<file path="config.mk">
export PLATFORM = sky130hd
export DESIGN_NAME = known_ch_table
export DESIGN_NICKNAME = d
export VERILOG_FILES = /design/src/rtl/known_ch_table.sv
export SDC_FILE = /design/constraint.sdc
export NUM_CORES = 1
export LEC_CHECK = 0
export BUFFER_PORTS_ARGS = -buffer_cell sky130_fd_sc_hd__buf_2
export CAP_MARGIN = 10
export CORE_ASPECT_RATIO = 1.25
export CORE_UTILIZATION = 40
export DETAILED_ROUTE_END_ITERATION = 10
export HOLD_SLACK_MARGIN = 0.1
export PLACE_DENSITY = 0.54
export SYNTH_ARGS = -nofsm -noshare
export SYNTH_HDL_FRONTEND = slang
export SYNTH_SLANG_ARGS = --single-unit
</file>
<file path="constraint.sdc">
create_clock -name clk -period 14.4 [get_ports clk]
set_input_delay 1.44 -clock clk [delete_from_list [all_inputs] [get_ports clk]]
set_output_delay 1.44 -clock clk [all_outputs]
set_load 0.1 [all_outputs]
</file>
<file path="src/rtl/known_ch_table.sv">
// Known cluster-head table: stores heard CH adverts, ages them out and reselects
// the best CH (max Q, then min hops, then lowest index) after every change.
module known_ch_table #(
    parameter int WORD_WIDTH = 16,
    parameter int DEPTH      = 4,
    parameter int AGE_WIDTH  = 8,
    localparam int IW        = $clog2(DEPTH)
) (
    input  logic                  clk,
    input  logic                  rst,
    input  logic                  HB_reset,
    input  logic [WORD_WIDTH-1:0] HB_CHlimit,
    input  logic                  en_KCH,
    input  logic [WORD_WIDTH-1:0] fCH_ID,
    input  logic [WORD_WIDTH-1:0] fCH_Hops,
    input  logic [WORD_WIDTH-1:0] fCH_QValue,
    input  logic                  age_tick,
    input  logic [AGE_WIDTH-1:0]  age_limit,
    output logic                  kch_ready,
    output logic [WORD_WIDTH-1:0] chosenCH,
    output logic [WORD_WIDTH-1:0] hopsfromCH,
    output logic [WORD_WIDTH-1:0] chosenQ,
    output logic                  ch_valid,
    output logic [IW:0]           ch_count,
    output logic                  sel_done,
    output logic                  adv_drop,
    output logic [2:0]            dbg_state_o
);
    localparam logic [2:0] S_IDLE   = 3'd0;
    localparam logic [2:0] S_UPDATE = 3'd1;
    localparam logic [2:0] S_AGE    = 3'd2;
    localparam logic [2:0] S_SCAN   = 3'd3;
    localparam logic [2:0] S_COMMIT = 3'd4;

    typedef logic [WORD_WIDTH-1:0] word_t;

    logic [2:0]           state_q, state_d;
    logic [DEPTH-1:0]     vld_q, vld_d;
    word_t                id_q[DEPTH], id_d[DEPTH];
    word_t                hops_q[DEPTH], hops_d[DEPTH];
    word_t                qv_q[DEPTH], qv_d[DEPTH];
    logic [AGE_WIDTH-1:0] age_q[DEPTH], age_d[DEPTH];
    word_t                adv_id_q, adv_id_d, adv_hops_q, adv_hops_d, adv_qv_q, adv_qv_d;
    logic                 pend_q, pend_d;
    logic [IW-1:0]        scan_idx_q, scan_idx_d;
    logic                 best_found_q, best_found_d;
    word_t                best_id_q, best_id_d, best_hops_q, best_hops_d, best_qv_q, best_qv_d;
    word_t                ch_id_q, ch_id_d, ch_hops_q, ch_hops_d, ch_qv_q, ch_qv_d;
    logic                 ch_valid_q, ch_valid_d, sel_done_q, sel_done_d, adv_drop_q, adv_drop_d;
    logic [IW:0]          ch_count_q, ch_count_d;

    logic [IW:0]   cnt, lim;
    logic          hit, free_found, vic_found, cur_found, take;
    logic [IW-1:0] hit_idx, free_idx, vic_idx;
    word_t         vic_qv;

    // Table lookups used by the UPDATE step.
    always_comb begin
        cnt        = '0;
        hit        = 1'b0;
        hit_idx    = '0;
        free_found = 1'b0;
        free_idx   = '0;
        vic_found  = 1'b0;
        vic_idx    = '0;
        vic_qv     = '0;
        lim = (HB_CHlimit < WORD_WIDTH'(DEPTH)) ? HB_CHlimit[IW:0] : (IW+1)'(DEPTH);
        for (int i = 0; i < DEPTH; i++) begin
            cnt = cnt + (IW+1)'(vld_q[i]);
            if (vld_q[i] && id_q[i] == adv_id_q && !hit) begin
                hit     = 1'b1;
                hit_idx = IW'(i);
            end
            if (!vld_q[i] && !free_found) begin
                free_found = 1'b1;
                free_idx   = IW'(i);
            end
            if (vld_q[i] && (!vic_found || qv_q[i] < vic_qv)) begin
                vic_found = 1'b1;
                vic_idx   = IW'(i);
                vic_qv    = qv_q[i];
            end
        end
    end

    // Scan step: strict comparisons keep the lower index on a full tie.
    always_comb begin
        cur_found = (scan_idx_q == '0) ? 1'b0 : best_found_q;
        take = vld_q[scan_idx_q] && (!cur_found || qv_q[scan_idx_q] > best_qv_q ||
               (qv_q[scan_idx_q] == best_qv_q && hops_q[scan_idx_q] < best_hops_q));
    end

    always_comb begin
        state_d      = state_q;
        vld_d        = vld_q;
        id_d         = id_q;
        hops_d       = hops_q;
        qv_d         = qv_q;
        age_d        = age_q;
        adv_id_d     = adv_id_q;
        adv_hops_d   = adv_hops_q;
        adv_qv_d     = adv_qv_q;
        pend_d       = pend_q;
        scan_idx_d   = scan_idx_q;
        best_found_d = cur_found | take;
        best_id_d    = take ? id_q[scan_idx_q]   : best_id_q;
        best_hops_d  = take ? hops_q[scan_idx_q] : best_hops_q;
        best_qv_d    = take ? qv_q[scan_idx_q]   : best_qv_q;
        ch_id_d      = ch_id_q;
        ch_hops_d    = ch_hops_q;
        ch_qv_d      = ch_qv_q;
        ch_valid_d   = ch_valid_q;
        sel_done_d   = 1'b0;
        adv_drop_d   = 1'b0;
        ch_count_d   = cnt;
        case (state_q)
            S_IDLE: begin
                if (en_KCH) begin
                    adv_id_d   = fCH_ID;
                    adv_hops_d = fCH_Hops;
                    adv_qv_d   = fCH_QValue;
                    if (age_tick) pend_d = 1'b1;
                    state_d = S_UPDATE;
                end else if (age_tick || pend_q) begin
                    state_d = S_AGE;
                end
            end
            S_UPDATE: begin
                if (hit) begin
                    hops_d[hit_idx] = adv_hops_q;
                    qv_d[hit_idx]   = adv_qv_q;
                    age_d[hit_idx]  = '0;
                end else if (cnt < lim) begin
                    vld_d[free_idx]  = 1'b1;
                    id_d[free_idx]   = adv_id_q;
                    hops_d[free_idx] = adv_hops_q;
                    qv_d[free_idx]   = adv_qv_q;
                    age_d[free_idx]  = '0;
                end else if (lim != '0 && vic_found && adv_qv_q > vic_qv) begin
                    id_d[vic_idx]   = adv_id_q;
                    hops_d[vic_idx] = adv_hops_q;
                    qv_d[vic_idx]   = adv_qv_q;
                    age_d[vic_idx]  = '0;
                end else begin
                    adv_drop_d = 1'b1;
                end
                scan_idx_d = '0;
                state_d    = S_SCAN;
            end
            S_AGE: begin
                for (int i = 0; i < DEPTH; i++) begin
                    if (vld_q[i]) begin
                        age_d[i] = (age_q[i] == '1) ? age_q[i] : age_q[i] + 1'b1;
                        if (age_limit != '0 && age_d[i] >= age_limit) vld_d[i] = 1'b0;
                    end
                end
                pend_d     = 1'b0;
                scan_idx_d = '0;
                state_d    = S_SCAN;
            end
            S_SCAN: begin
                if (scan_idx_q == IW'(DEPTH - 1)) begin
                    ch_valid_d = best_found_d;
                    ch_id_d    = best_found_d ? best_id_d   : '0;
                    ch_hops_d  = best_found_d ? best_hops_d : '1;
                    ch_qv_d    = best_found_d ? best_qv_d   : '0;
                    sel_done_d = 1'b1;
                    state_d    = S_COMMIT;
                end else begin
                    scan_idx_d = scan_idx_q + 1'b1;
                end
            end
            S_COMMIT: state_d = S_IDLE;
            default:  state_d = S_IDLE;
        endcase
        // A tick arriving while busy is remembered (one deep) for the next IDLE.
        if (age_tick && state_q != S_IDLE) pend_d = 1'b1;
        if (HB_reset) begin
            state_d    = S_IDLE;
            vld_d      = '0;
            for (int i = 0; i < DEPTH; i++) age_d[i] = '0;
            pend_d     = 1'b0;
            ch_id_d    = '0;
            ch_hops_d  = '1;
            ch_qv_d    = '0;
            ch_valid_d = 1'b0;
            sel_done_d = 1'b0;
            adv_drop_d = 1'b0;
            ch_count_d = '0;
        end
    end

    always_ff @(posedge clk or posedge rst) begin
        if (rst) begin
            state_q      <= S_IDLE;
            vld_q        <= '0;
            for (int i = 0; i < DEPTH; i++) begin
                id_q[i]   <= '0;
                hops_q[i] <= '0;
                qv_q[i]   <= '0;
                age_q[i]  <= '0;
            end
            adv_id_q     <= '0;
            adv_hops_q   <= '0;
            adv_qv_q     <= '0;
            pend_q       <= 1'b0;
            scan_idx_q   <= '0;
            best_found_q <= 1'b0;
            best_id_q    <= '0;
            best_hops_q  <= '0;
            best_qv_q    <= '0;
            ch_id_q      <= '0;
            ch_hops_q    <= '1;
            ch_qv_q      <= '0;
            ch_valid_q   <= 1'b0;
            sel_done_q   <= 1'b0;
            adv_drop_q   <= 1'b0;
            ch_count_q   <= '0;
        end else begin
            state_q      <= state_d;
            vld_q        <= vld_d;
            id_q         <= id_d;
            hops_q       <= hops_d;
            qv_q         <= qv_d;
            age_q        <= age_d;
            adv_id_q     <= adv_id_d;
            adv_hops_q   <= adv_hops_d;
            adv_qv_q     <= adv_qv_d;
            pend_q       <= pend_d;
            scan_idx_q   <= scan_idx_d;
            best_found_q <= best_found_d;
            best_id_q    <= best_id_d;
            best_hops_q  <= best_hops_d;
            best_qv_q    <= best_qv_d;
            ch_id_q      <= ch_id_d;
            ch_hops_q    <= ch_hops_d;
            ch_qv_q      <= ch_qv_d;
            ch_valid_q   <= ch_valid_d;
            sel_done_q   <= sel_done_d;
            adv_drop_q   <= adv_drop_d;
            ch_count_q   <= ch_count_d;
        end
    end

    assign kch_ready   = (state_q == S_IDLE);
    assign chosenCH    = ch_id_q;
    assign hopsfromCH  = ch_hops_q;
    assign chosenQ     = ch_qv_q;
    assign ch_valid    = ch_valid_q;
    assign ch_count    = ch_count_q;
    assign sel_done    = sel_done_q;
    assign adv_drop    = adv_drop_q;
    assign dbg_state_o = state_q;
endmodule
</file>
Yosys cells after proc, flatten, opt, wreduce, memory -nomap -nowiden
Index checks and enable logic that the tools add are counted.

word-level totals
  register bits after elaboration = 385
  bits of input ports = 77
  output and inout bits = 58
  word-level logic and storage cells = 302

cells by class
  add/sub/neg operators = 8
  magnitude comparators = 22
  equal/unequal tests = 25
  multiplexer cells = 131
  bitwise logic cells = 13
  reduce and logical (&&, ||, !) cells = 69

operators by type and width
  operator                                                                count
  64-bit bitwise mux                                                      8
  64-bit two-way mux                                                      8
  16-bit two-way mux                                                      28
  32-bit two-way mux                                                      4
  32-bit AND                                                              3
  16-bit binary-select mux with 2-bit select                              3
  16-bit demux with 2-bit select                                          3
  32-bit inverter                                                         3
  8-bit two-way mux                                                       11
  16-bit equality test                                                    5
  16-bit < comparator                                                     4
  32-bit one-hot mux with 2 select lines                                  1
  8-bit demux with 2-bit select                                           3
  1-bit two-way mux                                                       40
  8-bit by 1-bit adder with 8-bit output (second input constant)          4
  8-bit equality test (second input constant)                             4
  8-bit greater-or-equal comparator                                       4
  16-bit greater-than comparator                                          2
  1-bit logical AND                                                       26
  3-bit != test (second input constant)                                   7
  3-bit AND reduction                                                     7
  3-bit two-way mux                                                       6
  16-bit by 3-bit < comparator with 1-bit output (second input constant)  1
  2-bit two-way mux                                                       7
  36 further kinds                                                        76

Longest topological paths before layout
  depth in word-level cells = 25
  depth in mapped cells = 44
  mapped depth without buffers = 35

Least setup slack after synthesis
OpenSTA, ideal clock, no wires.

  path type = flip-flop to flip-flop
  start point = reg vld_q[0]
  end point = reg hops_q[16] in the netlist's numbering
  setup time = 128 ps
  arrival = 8986 ps
  data required time = 14272 ps
  slack = 5286 ps
  stages on the path, launching flop included = 43
  path buffers = 8
  clock period less this slack = 9114 ps
  path through = dfrtp_1 -> buf_2 -> buf_1 -> nand2_1 -> ha_1 -> nand4_2 -> o21bai_1 -> nor4_2 -> a22o_4 -> clkbuf_1 -> nand2_1 -> o21ai_0 -> inv_1 -> ha_1 -> a2111oi_1 -> nand3_1 -> a21oi_1 -> a311oi_2 -> (+7 left out) -> a211oi_1 -> o41ai_2 -> o31ai_1 -> nor2_1 -> buf_4 -> clkbuf_1 -> mux2_2 -> ha_1 -> nand4_1 -> or3_1 -> nor2_1 -> a211oi_1 -> o31a_1 -> a31oi_1 -> nand3b_1 -> o21ai_2 -> buf_4 -> mux2_1

between the ends
  cells in the longest elaborated chain, start to end = 22
  elaborated cells between the ends (all ways) = 81
  those cells by class = add/sub (3); order compare (11); mux (36); bitwise (3); reduce/logical (28)

ends and longest elaborated chain
  item                                                                                                                             line  text
  start, declared                                                                                                                  38    logic [DEPTH-1:0] vld_q, vld_d;
  start signal, assigned                                                                                                           221   vld_q <= vld_d;
  16-bit two-way mux / 1-bit two-way mux (equally long branches)                                                                   78    if (vld_q[i] && (!vic_found || qv_q[i] < vic_qv)) begin
  16-bit < comparator / 1-bit zero test (equally long branches)                                                                    78
  1-bit logical OR                                                                                                                 78
  1-bit logical AND                                                                                                                78
  16-bit two-way mux / 1-bit two-way mux (equally long branches)                                                                   78
  16-bit < comparator / 1-bit zero test (equally long branches)                                                                    78
  1-bit logical OR                                                                                                                 78
  1-bit logical AND                                                                                                                78
  (+6 left out)                                                                                                                    n/a
  3-bit greater-or-equal comparator (implied by the code) / 3-bit by 1-bit < comparator with 1-bit output (equally long branches)  141   hops_d[vic_idx] = adv_hops_q;
  1-bit logical AND (implied by the code)                                                                                          141
  16-bit two-way mux (implied by the code)                                                                                         141
  16-bit demux with 2-bit select                                                                                                   141
  64-bit bitwise mux                                                                                                               141
  64-bit two-way mux                                                                                                               139   end else if (lim != '0 && vic_found && adv_qv_q > vic_qv) begin
  64-bit two-way mux                                                                                                               133   end else if (cnt < lim) begin
  64-bit two-way mux                                                                                                               129   if (hit) begin
  end signal, assigned                                                                                                             223   hops_q <= hops_d;
  end, declared                                                                                                                    40    word_t hops_q[DEPTH], hops_d[DEPTH];

Parallel ways exist; a longest one is shown, timed or not. The select of a mux whose other input is x is not followed.
A chain may end at the register's enable or synchronous reset.

Worst setup path in the final report
  start point = reg vld_q[0]
  end point = reg qv_q[47] in the netlist's numbering

between the ends
  cells in the longest elaborated chain, start to end = 22
  elaborated cells between the ends (all ways) = 81
  those cells by class = add/sub (3); order compare (11); mux (36); bitwise (3); reduce/logical (28)

ends and longest elaborated chain
  item                                                                                                                             line  text
  16-bit two-way mux / 1-bit two-way mux (equally long branches)                                                                   78
  16-bit < comparator / 1-bit zero test (equally long branches)                                                                    78
  1-bit logical OR                                                                                                                 78
  1-bit logical AND                                                                                                                78
  16-bit two-way mux / 1-bit two-way mux (equally long branches)                                                                   78
  16-bit < comparator / 1-bit zero test (equally long branches)                                                                    78
  1-bit logical OR                                                                                                                 78
  1-bit logical AND                                                                                                                78
  (+6 left out)                                                                                                                    n/a
  3-bit greater-or-equal comparator (implied by the code) / 3-bit by 1-bit < comparator with 1-bit output (equally long branches)  142   qv_d[vic_idx] = adv_qv_q;
  1-bit logical AND (implied by the code)                                                                                          142
  16-bit two-way mux (implied by the code)                                                                                         142
  16-bit demux with 2-bit select                                                                                                   142
  64-bit bitwise mux                                                                                                               142
  64-bit two-way mux                                                                                                               139
  64-bit two-way mux                                                                                                               133
  64-bit two-way mux                                                                                                               129
  end signal, assigned                                                                                                             224   qv_q <= qv_d;
  end, declared                                                                                                                    41    word_t qv_q[DEPTH], qv_d[DEPTH];

Parallel ways exist; a longest one is shown, timed or not. The select of a mux whose other input is x is not followed.

==> reports/metrics.cfg <==
[placement]
numPortBuffers=134
gp_congestion=0.905
place_ws_ns=3.43
hpwl_um=39400

[logic_synthesis]
synth_cell_types=86
synth_area_per_cell_um2=12.1
ys_seq_elements=385
synth-xor-area-share_pct=3.19
postSynthCellCount=1763
synth.area.mux_share_pct=21.9
synth_top_area_cell=dfrtp_1
synth_area_leaders=dfrtp_1, mux2_2, ha_1
synth_top_family_by_area=multiplexers
syn-num-nets=1978
synthFlopType=dfrtp_1
synth-simple-area-share_pct=8.10
synth_top_area_share_pct=43.2
synth-edff-count=0
syn_area_um2=21400
synth_warnings=0
synth_compound_area_share_pct=9.87
synth_async_sr_flop_share_pct=100
synth_fa_ha_area_share_pct=8.11
yosysSeqAreaShare_pct=45.1

[clocking]
clk_latency_ns=0.56
cts_tree=built
cts-root-buf=clkbuf_16
ctsResizeCount=0
cts_buffers=42
clock_sinks=385
clk_pin_slew_ns=0.06
htreeDepth=2
cts_max_path_buffers=3
cts_hold_buf=0
post_cts_buffers=0

[drt]
wl_um=55400
vias=14400
ant_nets=0
detail_route.wl_per_cell_um=21.5
drt_first_pass_iters=5
via_per_inst=5.59
drcViolationCount=0
drt-initial-drc-count=808

[global_routing]
grt_pass1_wl_um=87000
grt_pass1_vias=14800
gr-usage-all-layers_pct=20.6
overflow=0
antenna_found_initial=1
grt_max_degree=183

[timing]
worst_pin_slew_ns=1.16
tns_ns=0
rsz0062_at_grt=no
finalCritPeriodShare_pct=77.2
worst_slack_ns=3.29
finClkSkew_ns=0.0223
period_minus_slack_ns=11.11
fmax_mhz=90.0
relSlewSlack_pct=22.2
drv_slew=0
finalHoldViolations=0
setup_violations=0
whs_ns=0.479

[die]
start_util_pct=40.6
ios=135
core_um2=52700
dieArea_um2=54400
die_h_um=261
die_x_um=209
rows=94

[power_and_ir_drop]
p_int_uw=2520
p_sw_uw=1210
power_frac_seq_pct=42.1
p_comb_share_pct=29.0
ir_drop_mv=0.103
finalPower_uw=3730
power_frac_clock_pct=28.9
power_density_nw_per_um2=155
p_leak_uw=0.0109
switching_share_pct=32.3

[setup_path]
startpoint_type=flop
timing_worst_setup_path_type=reg -> reg
max_stage_delay_ns=1.02
critPathMaxFanout=34
crit_arrival_ns=11.55
crit_top_cell=ha_1
cp_data_required_time_ns=14.84
worstSetupEndpointType=flop
cp_slowest_cell=dfrtp_1

[final_layout]
layout_commonest_cell=dfrtp_1
most-common-layout-cells=dfrtp_1, mux2_2, ha_1
nets=2086
drive_above_1_share_pct=28.0
postLayoutCoreUtil_pct=45.6
area_growth_pct=12.2

[outcome]
status=completed

[job]
cap_violations=0

[hold_path]
hp-class=reg -> reg

metal layers:
metal,track usage [%],share of wire (%)
met1,27.1,44
met2,34.8,49
met3,2.98,3.9
met4,7.15,3.1
met5,0,0
final timing paths:
check / start / endpoint / slack, ns / cells past startpoint
worst max-delay path: vld_q[0] / qv_q[47] / 3.29 / 37
worst min-delay path: hops_q[22] / hops_q[22] / 0.48 / 1
worst max register to register: vld_q[0] / qv_q[47] / 3.29 / 37
worst min register to register: hops_q[22] / hops_q[22] / 0.48 / 1
max in group asynchronous: rst / scan_idx_q[0] / 11.67 / 3
min in group asynchronous: rst / chosenCH[2] / 1.09 / 2
critical path, delay by kind of cell, from the launching register on:
kind / cells / cell delay (ns)
AOI/OAI and AO/OA: 15 / 3.98
adders and majority gates: 4 / 1.18
buffers and inverters: 4 / 1.31
DFF: 1 / 1.02
muxes: 3 / 1.03
and+or+nand+nor: 11 / 2.42
synth_stat cells, types with 10 or more instances:
library cell,instances
mux2i_1,15
o22a_1,16
ha_1,137
buf_1,10
clkbuf_1,30
xnor2_1,25
nor3_1,24
mux4_2,49
nand2b_1,14
dfstp_2,16
a22o_1,47
a32o_1,13
nor2_1,57
buf_2,33
mux2_4,40
dfrtp_1,369
mux2_2,172
nand4_1,30
nand2_1,102
o21a_1,12
xor2_1,53
a21o_1,25
mux2_1,80
a21oi_1,52
inv_1,84
nor2b_1,12
o21ai_0,68
nand3_1,28
nor4_1,16
metrics by stage:
| step | area [um2] | instances |
|---|---|---|
| 2_1_floorplan | 21400 | 1763 |
| 3_3_place_gp | 22600 | 2499 |
| 3_5_place_dp | 22600 | 2499 |
| 4_1_cts | 24000 | 2570 |
| 5_1_grt | 24000 | 2571 |
| 6_report | 24000 | 2571 |
sequential cells by signal, indices dropped and copies added, names as in the netlist, 2 cells and up:
| signal | cells |
|---|---|
| best_hops_q | 16 |
| adv_qv_q | 16 |
| hopsfromCH | 16 |
| chosenCH | 16 |
| hops_q | 64 |
| best_qv_q | 16 |
| best_id_q | 16 |
| adv_id_q | 16 |
| scan_idx_q | 2 |
| chosenQ | 16 |
| ch_count | 3 |
| dbg_state_o | 3 |
| vld_q | 4 |
| age_q | 32 |
| qv_q | 64 |
| adv_hops_q | 16 |
| id_q | 64 |
power groups by stage:
stage	clock network, uW	registers [uW]	logic [uW]
floorplan	0	1480	865
global placement	0	1580	1080
detailed placement	0	1590	1090
CTS	1110	1570	1100
global route	1150	1600	1210
finish	1080	1570	1080
area by class of cell:
| type | instances | area (um2) |
|---|---|---|
| antenna | 1 | 2.50 |
| clock buffer | 58 | 1200 |
| clock inverter | 13 | 160 |
| fill | 4903 | 28700 |
| inverter | 85 | 327 |
| multi-input combinational | 1205 | 11000 |
| sequential | 385 | 9660 |
| tap | 672 | 841 |
| timing repair buffer | 152 | 818 |
cells by family (layout without fill, tap and decap cells):
family | Yosys count | count (layout)
compound gates | 297 | 297
xor+xnor | 78 | 78
fa+ha+maj | 138 | 138
buf+inv | 173 | 308
flops | 385 | 385
mux | 356 | 356
other cells | 0 | 1
simple gates | 336 | 336
No activity file was read; power rests on OpenSTA's default activity.
